==> config.mk <==
export PLATFORM = sky130hd
export DESIGN_NAME = systolic_ctrl
export DESIGN_NICKNAME = d
export VERILOG_FILES = /design/src/rtl/systolic_ctrl.sv
export SDC_FILE = /design/constraint.sdc
export NUM_CORES = 1
export LEC_CHECK = 0
export ABC_AREA = 0
export BUFFER_PORTS_ARGS = -buffer_cell sky130_fd_sc_hd__buf_4
export CAP_MARGIN = 20
export CORE_AREA = 2 2 244 246
export CTS_CLUSTER_SIZE = 30
export DETAILED_ROUTE_END_ITERATION = 16
export DIE_AREA = 0 0 246 248
export GPL_ROUTABILITY_DRIVEN = 0
export GPL_TIMING_DRIVEN = 0
export PLACE_DENSITY_LB_ADDON = 0.12
export RECOVER_POWER = 25
export SYNTH_ARGS = -nofsm -noshare
export SYNTH_HDL_FRONTEND = slang
export SYNTH_SLANG_ARGS = --single-unit
==> constraint.sdc <==
create_clock -name clk -period 2.6 [get_ports clk]
set_input_delay 0.65 -clock clk [delete_from_list [all_inputs] [get_ports clk]]
set_output_delay 0.65 -clock clk [all_outputs]
set_load 0.005 [all_outputs]
==> src/rtl/systolic_ctrl.sv <==
// systolic_ctrl: sequencer for a 4x4 weight-stationary systolic array.
// Latches weights, streams activation vectors through a row skew, then
// deskews the bottom-row column outputs into one aligned result vector.
// Optional cycle counter enabled by defining SYSTOLIC_CTRL_PERF_EN.

// Per-lane delay line: DEPTH registers, cleared by reset.
module systolic_ctrl_dly #(
  parameter int W     = 8,
  parameter int DEPTH = 1
) (
  input  logic         clk,
  input  logic         reset,
  input  logic [W-1:0] d,
  output logic [W-1:0] q
);
  logic [DEPTH-1:0][W-1:0] stg_q, stg_d;

  // shift the lane one stage per cycle
  always_comb begin
    stg_d    = stg_q;
    stg_d[0] = d;
    for (int i = 1; i < DEPTH; i++) stg_d[i] = stg_q[i-1];
  end

  // stage registers
  always_ff @(posedge clk or negedge reset) begin
    if (!reset) stg_q <= '0;
    else        stg_q <= stg_d;
  end

  assign q = stg_q[DEPTH-1];
endmodule

module systolic_ctrl #(
  parameter int WIDTH      = 8,
  parameter int ACCUMULATE = 32
) (
  input  logic                    clk,
  input  logic                    reset,
  input  logic                    start,
  input  logic [7:0]              len,
  input  logic [16*WIDTH-1:0]     w_in,
  input  logic                    act_valid,
  output logic                    act_ready,
  input  logic [4*WIDTH-1:0]      act_data,
  output logic                    arr_load,
  output logic [16*WIDTH-1:0]     arr_weights,
  output logic [WIDTH-1:0]        arr_row0,
  output logic [WIDTH-1:0]        arr_row1,
  output logic [WIDTH-1:0]        arr_row2,
  output logic [WIDTH-1:0]        arr_row3,
  input  logic [4*ACCUMULATE-1:0] arr_result,
  output logic                    res_valid,
  output logic [4*ACCUMULATE-1:0] res_data,
  output logic                    busy,
  output logic                    done,
  output logic [31:0]             perf_cycles
);
  typedef enum logic [1:0] {S_IDLE, S_LOAD, S_STREAM, S_DRAIN} state_e;

  state_e                state_q, state_d;
  logic [7:0]            len_q, len_d;
  logic [7:0]            cnt_q, cnt_d;
  logic [16*WIDTH-1:0]   wts_q, wts_d;
  logic [7:0]            vld_q, vld_d;   // accept -> result latency tracker
  logic                  done_q, done_d; // zero-length job completion
  logic                  accept;

  logic [3:0][WIDTH-1:0]      lane_in, row;
  logic [3:0][ACCUMULATE-1:0] col_out;

  assign accept = (state_q == S_STREAM) && act_valid;

  // next state, job bookkeeping and valid pipeline
  always_comb begin
    state_d = state_q;
    len_d   = len_q;
    cnt_d   = cnt_q;
    wts_d   = wts_q;
    done_d  = 1'b0;
    vld_d   = {vld_q[6:0], accept};
    unique case (state_q)
      S_IDLE: begin
        if (start) begin
          if (len != 8'd0) begin
            wts_d   = w_in;
            len_d   = len;
            cnt_d   = 8'd0;
            state_d = S_LOAD;
          end else begin
            done_d = 1'b1;
          end
        end
      end
      S_LOAD: state_d = S_STREAM;
      S_STREAM: begin
        if (accept) begin
          cnt_d = cnt_q + 8'd1;
          if (cnt_q == len_q - 8'd1) state_d = S_DRAIN;
        end
      end
      S_DRAIN: begin
        if (vld_q == 8'd0) state_d = S_IDLE;
      end
      default: state_d = S_IDLE;
    endcase
  end

  // control state registers
  always_ff @(posedge clk or negedge reset) begin
    if (!reset) begin
      state_q <= S_IDLE;
      len_q   <= '0;
      cnt_q   <= '0;
      wts_q   <= '0;
      vld_q   <= '0;
      done_q  <= 1'b0;
    end else begin
      state_q <= state_d;
      len_q   <= len_d;
      cnt_q   <= cnt_d;
      wts_q   <= wts_d;
      vld_q   <= vld_d;
      done_q  <= done_d;
    end
  end

  assign act_ready   = (state_q == S_STREAM);
  assign arr_load    = (state_q == S_LOAD);
  assign busy        = (state_q != S_IDLE);
  assign arr_weights = wts_q;
  assign res_valid   = vld_q[7];
  // drain completes in the cycle right after the last result leaves
  assign done        = done_q | ((state_q == S_DRAIN) && (vld_q == 8'd0));

  // lane r skewed by r+1 registers; column c deskewed by 3-c registers
  for (genvar i = 0; i < 4; i++) begin : g_lane
    assign lane_in[i] = accept ? act_data[i*WIDTH +: WIDTH] : '0;
    systolic_ctrl_dly #(.W(WIDTH), .DEPTH(i+1)) u_skew (
      .clk(clk), .reset(reset), .d(lane_in[i]), .q(row[i])
    );
    if (i == 3) begin : g_pass
      assign col_out[i] = arr_result[i*ACCUMULATE +: ACCUMULATE];
    end else begin : g_dsk
      systolic_ctrl_dly #(.W(ACCUMULATE), .DEPTH(3-i)) u_dsk (
        .clk(clk), .reset(reset),
        .d(arr_result[i*ACCUMULATE +: ACCUMULATE]), .q(col_out[i])
      );
    end
  end

  assign arr_row0 = row[0];
  assign arr_row1 = row[1];
  assign arr_row2 = row[2];
  assign arr_row3 = row[3];
  // column 3 is a straight wire, so gate to keep data quiet between results
  assign res_data = res_valid ? col_out : '0;

`ifdef SYSTOLIC_CTRL_PERF_EN
  logic [31:0] perf_q, perf_d;

  // job cycle counter: cleared on start, counts busy cycles, holds when idle
  always_comb begin
    perf_d = perf_q;
    if ((state_q == S_IDLE) && start) perf_d = 32'd0;
    else if (busy)                    perf_d = perf_q + 32'd1;
  end

  // counter register
  always_ff @(posedge clk or negedge reset) begin
    if (!reset) perf_q <= '0;
    else        perf_q <= perf_d;
  end

  assign perf_cycles = perf_q;
`else
  assign perf_cycles = 32'd0;
`endif
endmodule

==> results of run 1 <==
## stage by stage
stage / setup TNS [ns] / cell area (um^2)
3_5_place_dp: -68.58 / 19850
2_1_floorplan: 0 / 14350
4_1_cts: 0 / 21580
6_report: 0 / 21610
5_1_grt: 0 / 21600
3_3_place_gp: -1581.34 / 19760
## metal layers
| layer | share of wire [%] | routed length [um] |
|---|---|---|
| met5 | 0 | 0 |
| met4 | 2.0 | 884 |
| met1 | 38 | 16670 |
| met2 | 50 | 22300 |
| met3 | 9.8 | 4336 |
## sequential cells by signal, summed over array words and instances (netlist names), 2 cells and up
register                  count
arr_weights                 128
cnt_q                         8
g_lane.g_dsk.u_dsk.q         96
g_lane.g_dsk.u_dsk.stg_d     96
g_lane.u_skew.q              32
g_lane.u_skew.stg_d          48
len_q                         8
state_q                       2
vld_q                         8
## worst max-delay path by stage
stage             start                           to  slack (ns)
2_1_floorplan    len[1]             arr_weights[100]        0.44
3_3_place_gp      reset  g_lane[1].g_dsk.u_dsk.q[15]       -3.62
3_5_place_dp     len[5]             arr_weights[104]       -0.91
4_1_cts        vld_q[7]                res_data[123]        0.01
5_1_grt        vld_q[7]                 res_data[39]       0.003
6_report       vld_q[7]                 res_data[73]        0.15
## critical path: cells and delay by family (launching register included)
kind | cells | cell delay (ns)
simple gates | 1 | 0.23
flops | 1 | 0.46
buf+inv | 3 | 0.54
## layout make-up
cell class | instances | area, um^2
Fill cell | 5877 | 36860
Multi-Input combinational cell | 674 | 3231
Antenna cell | 5 | 12.51
Clock buffer | 65 | 1389
Buffer | 82 | 473.0
Sequential cell | 427 | 10690
Inverter | 5 | 18.77
Timing Repair Buffer | 595 | 4523
Clock inverter | 24 | 306.5
Tap cell | 773 | 967.2
## cell usage after synthesis
cell type    n
dfrtp_1    427
nand2_1    408
and2_1     129
clkbuf_1    47
and3_1      35
buf_4       32
xnor2_1     13
nor2_1      11
ha_1         6
buf_1        5
inv_1        5
nor4_1       5
xor2_1       5
o21ai_0      4
nand3_1      3
nand4_1      3
nor2b_1      3
a32o_1       2
a211oi_2     1
a21boi_0     1
a21o_1       1
a21oi_1      1
a22o_1       1
a311o_1      1
a311oi_1     1
a31o_2       1
a32oi_1      1
conb_1       1
mux2_2       1
mux2_4       1
nor3_1       1
nor3b_1      1
or3_1        1
or4_4        1
## power groups by stage
stage / clock network, uW / registers (uW) / logic (uW)
CTS: 7500 / 8810 / 5880
detailed placement: 0 / 8870 / 5880
floorplan: 0 / 8850 / 2230
finish: 7180 / 8800 / 5720
global route: 7780 / 8980 / 6440
global placement: 0 / 8850 / 5830
## kinds of logic (layout without fill, tap and decap cells)
group / after synthesis / count (layout) / synth area share, %
adder cells (fa/ha/maj): 6 / 6 / 0.5275
XOR/XNOR: 18 / 18 / 1.108
AND/OR/NAND/NOR: 601 / 601 / 19.06
other: 1 / 37 / 0.02635
AO/OA/AOI/OAI: 15 / 15 / 0.8264
buffers and inverters: 89 / 771 / 3.191
flip-flops: 427 / 427 / 75.08
multiplexers: 2 / 2 / 0.1846
## placed cells by master (no fill, tap or decap), types with 4 or more instances in the layout
| cell | Yosys | final |
|---|---|---|
| and2_1 | 129 | 127 |
| and3_1 | 35 | 35 |
| buf_1 | 5 | 5 |
| buf_4 | 32 | 527 |
| bufinv_16 | 0 | 7 |
| clkbuf_1 | 47 | 29 |
| clkbuf_16 | 0 | 51 |
| clkbuf_2 | 0 | 23 |
| clkbuf_4 | 0 | 94 |
| clkbuf_8 | 0 | 7 |
| clkinv_2 | 0 | 14 |
| conb_1 | 1 | 32 |
| dfrtp_1 | 427 | 426 |
| diode_2 | 0 | 5 |
| ha_1 | 6 | 6 |
| inv_1 | 5 | 5 |
| nand2_1 | 408 | 408 |
| nor2_1 | 11 | 11 |
| nor4_1 | 5 | 5 |
| o21ai_0 | 4 | 4 |
| xnor2_1 | 13 | 13 |
| xor2_1 | 5 | 5 |
## timing repair
| item | CTS | global route |
|---|---|---|
| gates resized for setup | 22 | 28 |
| hold buffers | 0 | 0 |
| hold endpoints to repair | 0 | 0 |
| endpoints found under the setup margin | 264 | 158 |
| setup buffers | 0 | 0 |
==> impl_results.md, run 1 <==
- Status: finished, final reports clean
- Inserted Clock Buffers: 50
- Leak Pwr: 0.01148 uW
- Worst EP arrival: 1.80 ns
- P_int: 15,410 uW
- Final HPWL from detailed placement: 33,620 um
- PnR worst setup slack: 0.1476 ns
- Reg2Reg Depth: 8
- Clock share of power: 33.1%
- Worst hold path class: input port to async pin
- Via density: 3.867
- Die width: 246 um
- Tcrit/Tclk final: 94.32%
- Share of cells above drive strength 1: 39.64%
- Post-route ant nets: 0
- Number of synthesis warnings: 0
- Final core utilization: 36.96%
- Setup Crit Path Kind: flip-flop to primary output
- Max incr delay on CP: 0.46 ns
- H-Tree Depth: 2
- Placed Cells: 2,558
- Fin. Hold Viols: 0
- Sw frac: 28.98%
- Area fraction of the dominant cell type after synthesis: 75.08%
- Post-Syn Area per Cell: 12.28 um^2
- Gr usage total: 14.12%
- Remaining Overflow, GRT: 0
- Grt met3 use: 6.185%
- Type of origin of the critical path: flip-flop
- Max Cap Viol: 0
- Via count: 10,250
- Iteration count of the initial detailed-routing pass: 4
- Final setup violation count: 0
- Met1 usage in global routing: 15.86%
- Worst hold slack: 0.1505 ns
- Buffer depth of the longest clock path: 3
- Area Growth Syn to Fin: 51.82%
- First-pass GRT wire length: 65,280 um
- Slew @ Worst Pin: 0.8306 ns
- Io pins: 625
- Vias in the first global route: 10,780
- Max-slew violations: 0
- Largest net degree at the start of global routing: 112
- R2r startpoint: state_q[0]
- CP Capture Type: primary output
- Dominant cell type by area after synthesis: dfrtp_1
- Die area: 0.06101 mm^2
- Drt drc: 0
- Peak VDD IR: 0.5547 mV
- Relative slew slack: 44.63%
- Root Driver: clkbuf_16
- Critical path, cell by cell: clkbuf_8 > clkbuf_2 > and2_2 > buf_4
- Final min period: 2.452 ns
- Worst R2R Setup Slack: 0.21 ns
- Dpl ws: -0.9134 ns
- CP Max Fanout: 10
- CTS sink cnt: 427
- Register area share after synthesis: 75.08%
- Critical Path RT: 1.95 ns
- Starting density of the core: 24.34%
- Initial DRC Count: 423
- Worst path slowest cell: dfrtp_2
- #FFs+latches synth: 427
- Ranking of synthesized cells by area: dfrtp_1 (75%), nand2_1 (11%), and2_1 (5.7%)
- Reg-to-reg endpoint: arr_weights[57]
- Sequential power share: 40.6%
- # nets final: 2,141
- Comb pwr share: 26.3%
- Worst skew pair latency: 0.57 ns
- Overall routed net length: 44,190 um
- Core area: 0.05846 mm^2
- Initial antenna violation count: 4
- P_sw: 6288 uW
- RSZ-0062 raised after global routing: false
- Met2 usage: 24.28%
- Die Y: 248 um
- Clk slew on worst S/H paths: 0.06 ns
- Routed WL per cell: 16.67 um
- Final Skew: 0.009648 ns
- Max Clk Rate: 407.8 MHz
- GRT Max-Usage Layer: met2
- Synthesized area: 0.01423 mm^2
- CTS tree: done
- Power Total: 21,700 uW
- PD cells: 1004 mW/mm^2
- Row cnt: 89
- Library cells used by synthesis: 34
- Buffers added on ports: 592
- Gate Count Post-Synth: 1,159
- Non-Filler Instances: 2,650
Note: power is estimated with default switching activity, not from simulation.
==> inputs of run 2 (changes only) <==
Clock period 2.6 ns to 2.85 ns, I/O delays scaled along.
==> run 2 against run 1 <==
The run now ends with capacitance limit, slew limit left. Cell count about the same. Final area fell by 0.20%. Total power decreased by 8.9%. Critical path type unchanged.
==> impl_results.md, run 2 (synthesis gave the netlist of run 1 again) <==
- Reg-to-reg endpoint: cnt_q[5]
- Drt drc: 0 (unchanged)
- Via count: 10,260 (+0.11%)
- Max Clk Rate: 380.3 MHz
- DR top layer: met4
- WL met1: 16,700 um (+0.18%)
- WL met2: 22,250 um (-0.22%)
- Status: finished with violations
- Row cnt: 89 (unchanged)
- Max Cap Viol: 1 (+1)
- CTS sink cnt: 427 (unchanged)
- Max incr delay on CP: 0.48 ns (+0.02 ns)
- CP Capture Type: primary output
- Core area: 0.05846 mm^2 (unchanged)
- Hold Startpoint: arr_result[27]
- Inserted Clock Buffers: 50 (unchanged)
- Reg2Reg Depth: 9 (+1)
- Worst R2R Setup Slack: 0.26 ns (+0.05 ns)
- Worst hold path class: input port to flip-flop
- CP bufs+invs: 3 (unchanged)
- RSZ-0062 raised after global routing: false
- Initial DRC Count: 440 (+4.0%)
- Gr usage total: 14.14% (+0.016 points)
- Max reg flops: 128 (unchanged)
- Power Total: 19,770 uW (-8.9%)
- Via density: 3.870 (about the same)
- Fin. Hold Viols: 0 (unchanged)
- Initial antenna violation count: 4 (unchanged)
- Final setup violation count: 0 (unchanged)
- Io pins: 625 (unchanged)
- PD cells: 916.6 mW/mm^2 (-8.7%)
- Worst path slowest cell: dfrtp_1
- Final HPWL from detailed placement: 33,620 um (unchanged)
- Overall routed net length: 44,210 um (about the same)
- # nets final: 2,142 (+0.047%)
- Commonest cells after routing, fill and taps aside: buf_4 (528), dfrtp_1 (427), nand2_1 (408), and2_1 (129), clkbuf_4 (94)
- CTS tree: done
- Clock share of power: 33.2% (about the same)
- Die width: 246 um (unchanged)
- Iteration count of the initial detailed-routing pass: 4 (unchanged)
- Die Y: 248 um (unchanged)
- Worst EP arrival: 1.92 ns (+0.12 ns)
- Buffers added on ports: 592 (unchanged)
- H-Tree Depth: 2 (unchanged)
- Worst skew pair latency: 0.57 ns (about the same)
- Die area: 0.06101 mm^2 (unchanged)
- First-pass GRT wire length: 65,340 um (about the same)
- R2r startpoint: state_q[0]
- Post-route ant nets: 0 (unchanged)
- Share of cells above drive strength 1: 38.81% (-0.82 points)
- Tcrit/Tclk final: 92.27%
- Critical path, cell by cell: buf_4 > clkbuf_1 > and2_1 > buf_4
- Final Skew: 0.01313 ns (+0.003481 ns)
- Remaining Overflow, GRT: 0 (unchanged)
- Critical Path RT: 2.14 ns (+0.19 ns)
- P_int: 14,030 uW (-8.9%)
- Crit-path most repeated cell: buf_4
- Sw frac: 28.99% (about the same)
- Routed wl met3: 4364 um (+0.65%)
- Type of origin of the critical path: flip-flop
- Buffer depth of the longest clock path: 3 (unchanged)
- Sequential power share: 40.6% (about the same)
- Slew @ Worst Pin: 1.529 ns (+0.6983 ns)
- Final min period: 2.630 ns
- Root Driver: clkbuf_16
- Commonest non-fill, non-tap cell in the layout: buf_4
- P_sw: 5730 uW (-8.9%)
- Leak Pwr: 0.01144 uW (-0.38%)
- Max-slew violations: 102 (+102)
- Hold EP: g_lane[0].g_dsk.u_dsk.stg_d[59]
- Routed WL per cell: 16.68 um (about the same)
- Violations in the final reports: capacitance limit, slew limit
- Worst hold slack: 0.2663 ns (+0.1158 ns)
- CP Max Fanout: 10 (unchanged)
- Area Growth Syn to Fin: 51.51%
- Cts hold-fix bufs: 0 (unchanged)
- Largest net degree at the start of global routing: 112 (unchanged)
- Final core utilization: 36.88% (-0.075 points)
- Clk slew on worst S/H paths: 0.06 ns (about the same)
- Relative slew slack: -1.926% (-47 points)
- Hold Path Cell Cnt: 1
- Crit-path leading delay family: buffers and inverters
- Starting density of the core: 24.34% (unchanged)
- Vias in the first global route: 10,780 (+0.019%)
- Setup Crit Path Kind: flip-flop to primary output
- Peak VDD IR: 0.5082 mV (-8.4%)
- Comb pwr share: 26.2% (about the same)
run 2: cell type report:
class / count / area (um^2)
Tap cell: 773 / 967.2
Multi-Input combinational cell: 674 / 3214
Clock buffer: 65 / 1389
Buffer: 83 / 454.2
Fill cell: 5882 / 36900
Inverter: 5 / 18.77
Clock inverter: 24 / 306.5
Sequential cell: 427 / 10690
Antenna cell: 5 / 12.51
Timing Repair Buffer: 595 / 4516
run 2: what timing repair did:
action                                  4_1_cts  5_1_grt
endpoints found under the hold margin         0        0
resized for setup                            10       17
buffers inserted                              0        0
endpoints found under the setup margin      172       64
run 2: stage by stage:
stage          setup TNS [ns]  cells  worst slack (ns)  cell area [um^2]
2_1_floorplan               0   1190            0.6298             14350
3_5_place_dp           -42.33   2558           -0.7259             19850
4_1_cts                     0   2647          0.003871             21560
3_3_place_gp         -1475.01   2555            -3.428             19760
5_1_grt                     0   2647           0.02696             21550
6_report                    0   2651            0.2204             21560
run 2: routing by layer:
| layer | vias up | track usage [%] |
|---|---|---|
| li1 | 4869 | - |
| met1 | 4926 | 15.85 |
| met2 | 400 | 24.36 |
| met3 | 64 | 6.185 |
| met4 | 0 | 3.957 |
| met5 | - | 0 |
run 2: power groups by stage:
stage | clock, uW | combinational, uW | sequential, uW
finish | 6560 | 5190 | 8020
global placement | 0 | 5310 | 8070
CTS | 6840 | 5350 | 8040
floorplan | 0 | 2030 | 8080
detailed placement | 0 | 5360 | 8100
global route | 7100 | 5850 | 8190
run 2: worst max-delay path by stage:
| stage | endpoint | from | slack (ns) | depth (start not counted) |
|---|---|---|---|---|
| detailed placement | arr_weights[104] | len[5] | -0.73 | 8 |
| floorplan | arr_weights[100] | len[1] | 0.63 | 7 |
| global placement | g_lane[1].g_dsk.u_dsk.q[15] | reset | -3.43 | 1 |
| CTS | res_data[29] | vld_q[7] | 0.004 | 4 |
| finish | res_data[88] | vld_q[7] | 0.22 | 4 |
| global route | cnt_q[5] | state_q[1] | 0.03 | 9 |
run 2: worst reg2reg max path, stage by stage (launching register included):
cell	delay, ns
dfrtp_1	0.38
inv_1	0.10
ha_1	0.20
clkbuf_1	0.21
nor2b_1	0.19
a311oi_1	0.48
nor3b_1	0.47
and3_1	0.23
xnor2_1	0.12
nor2_1	0.06
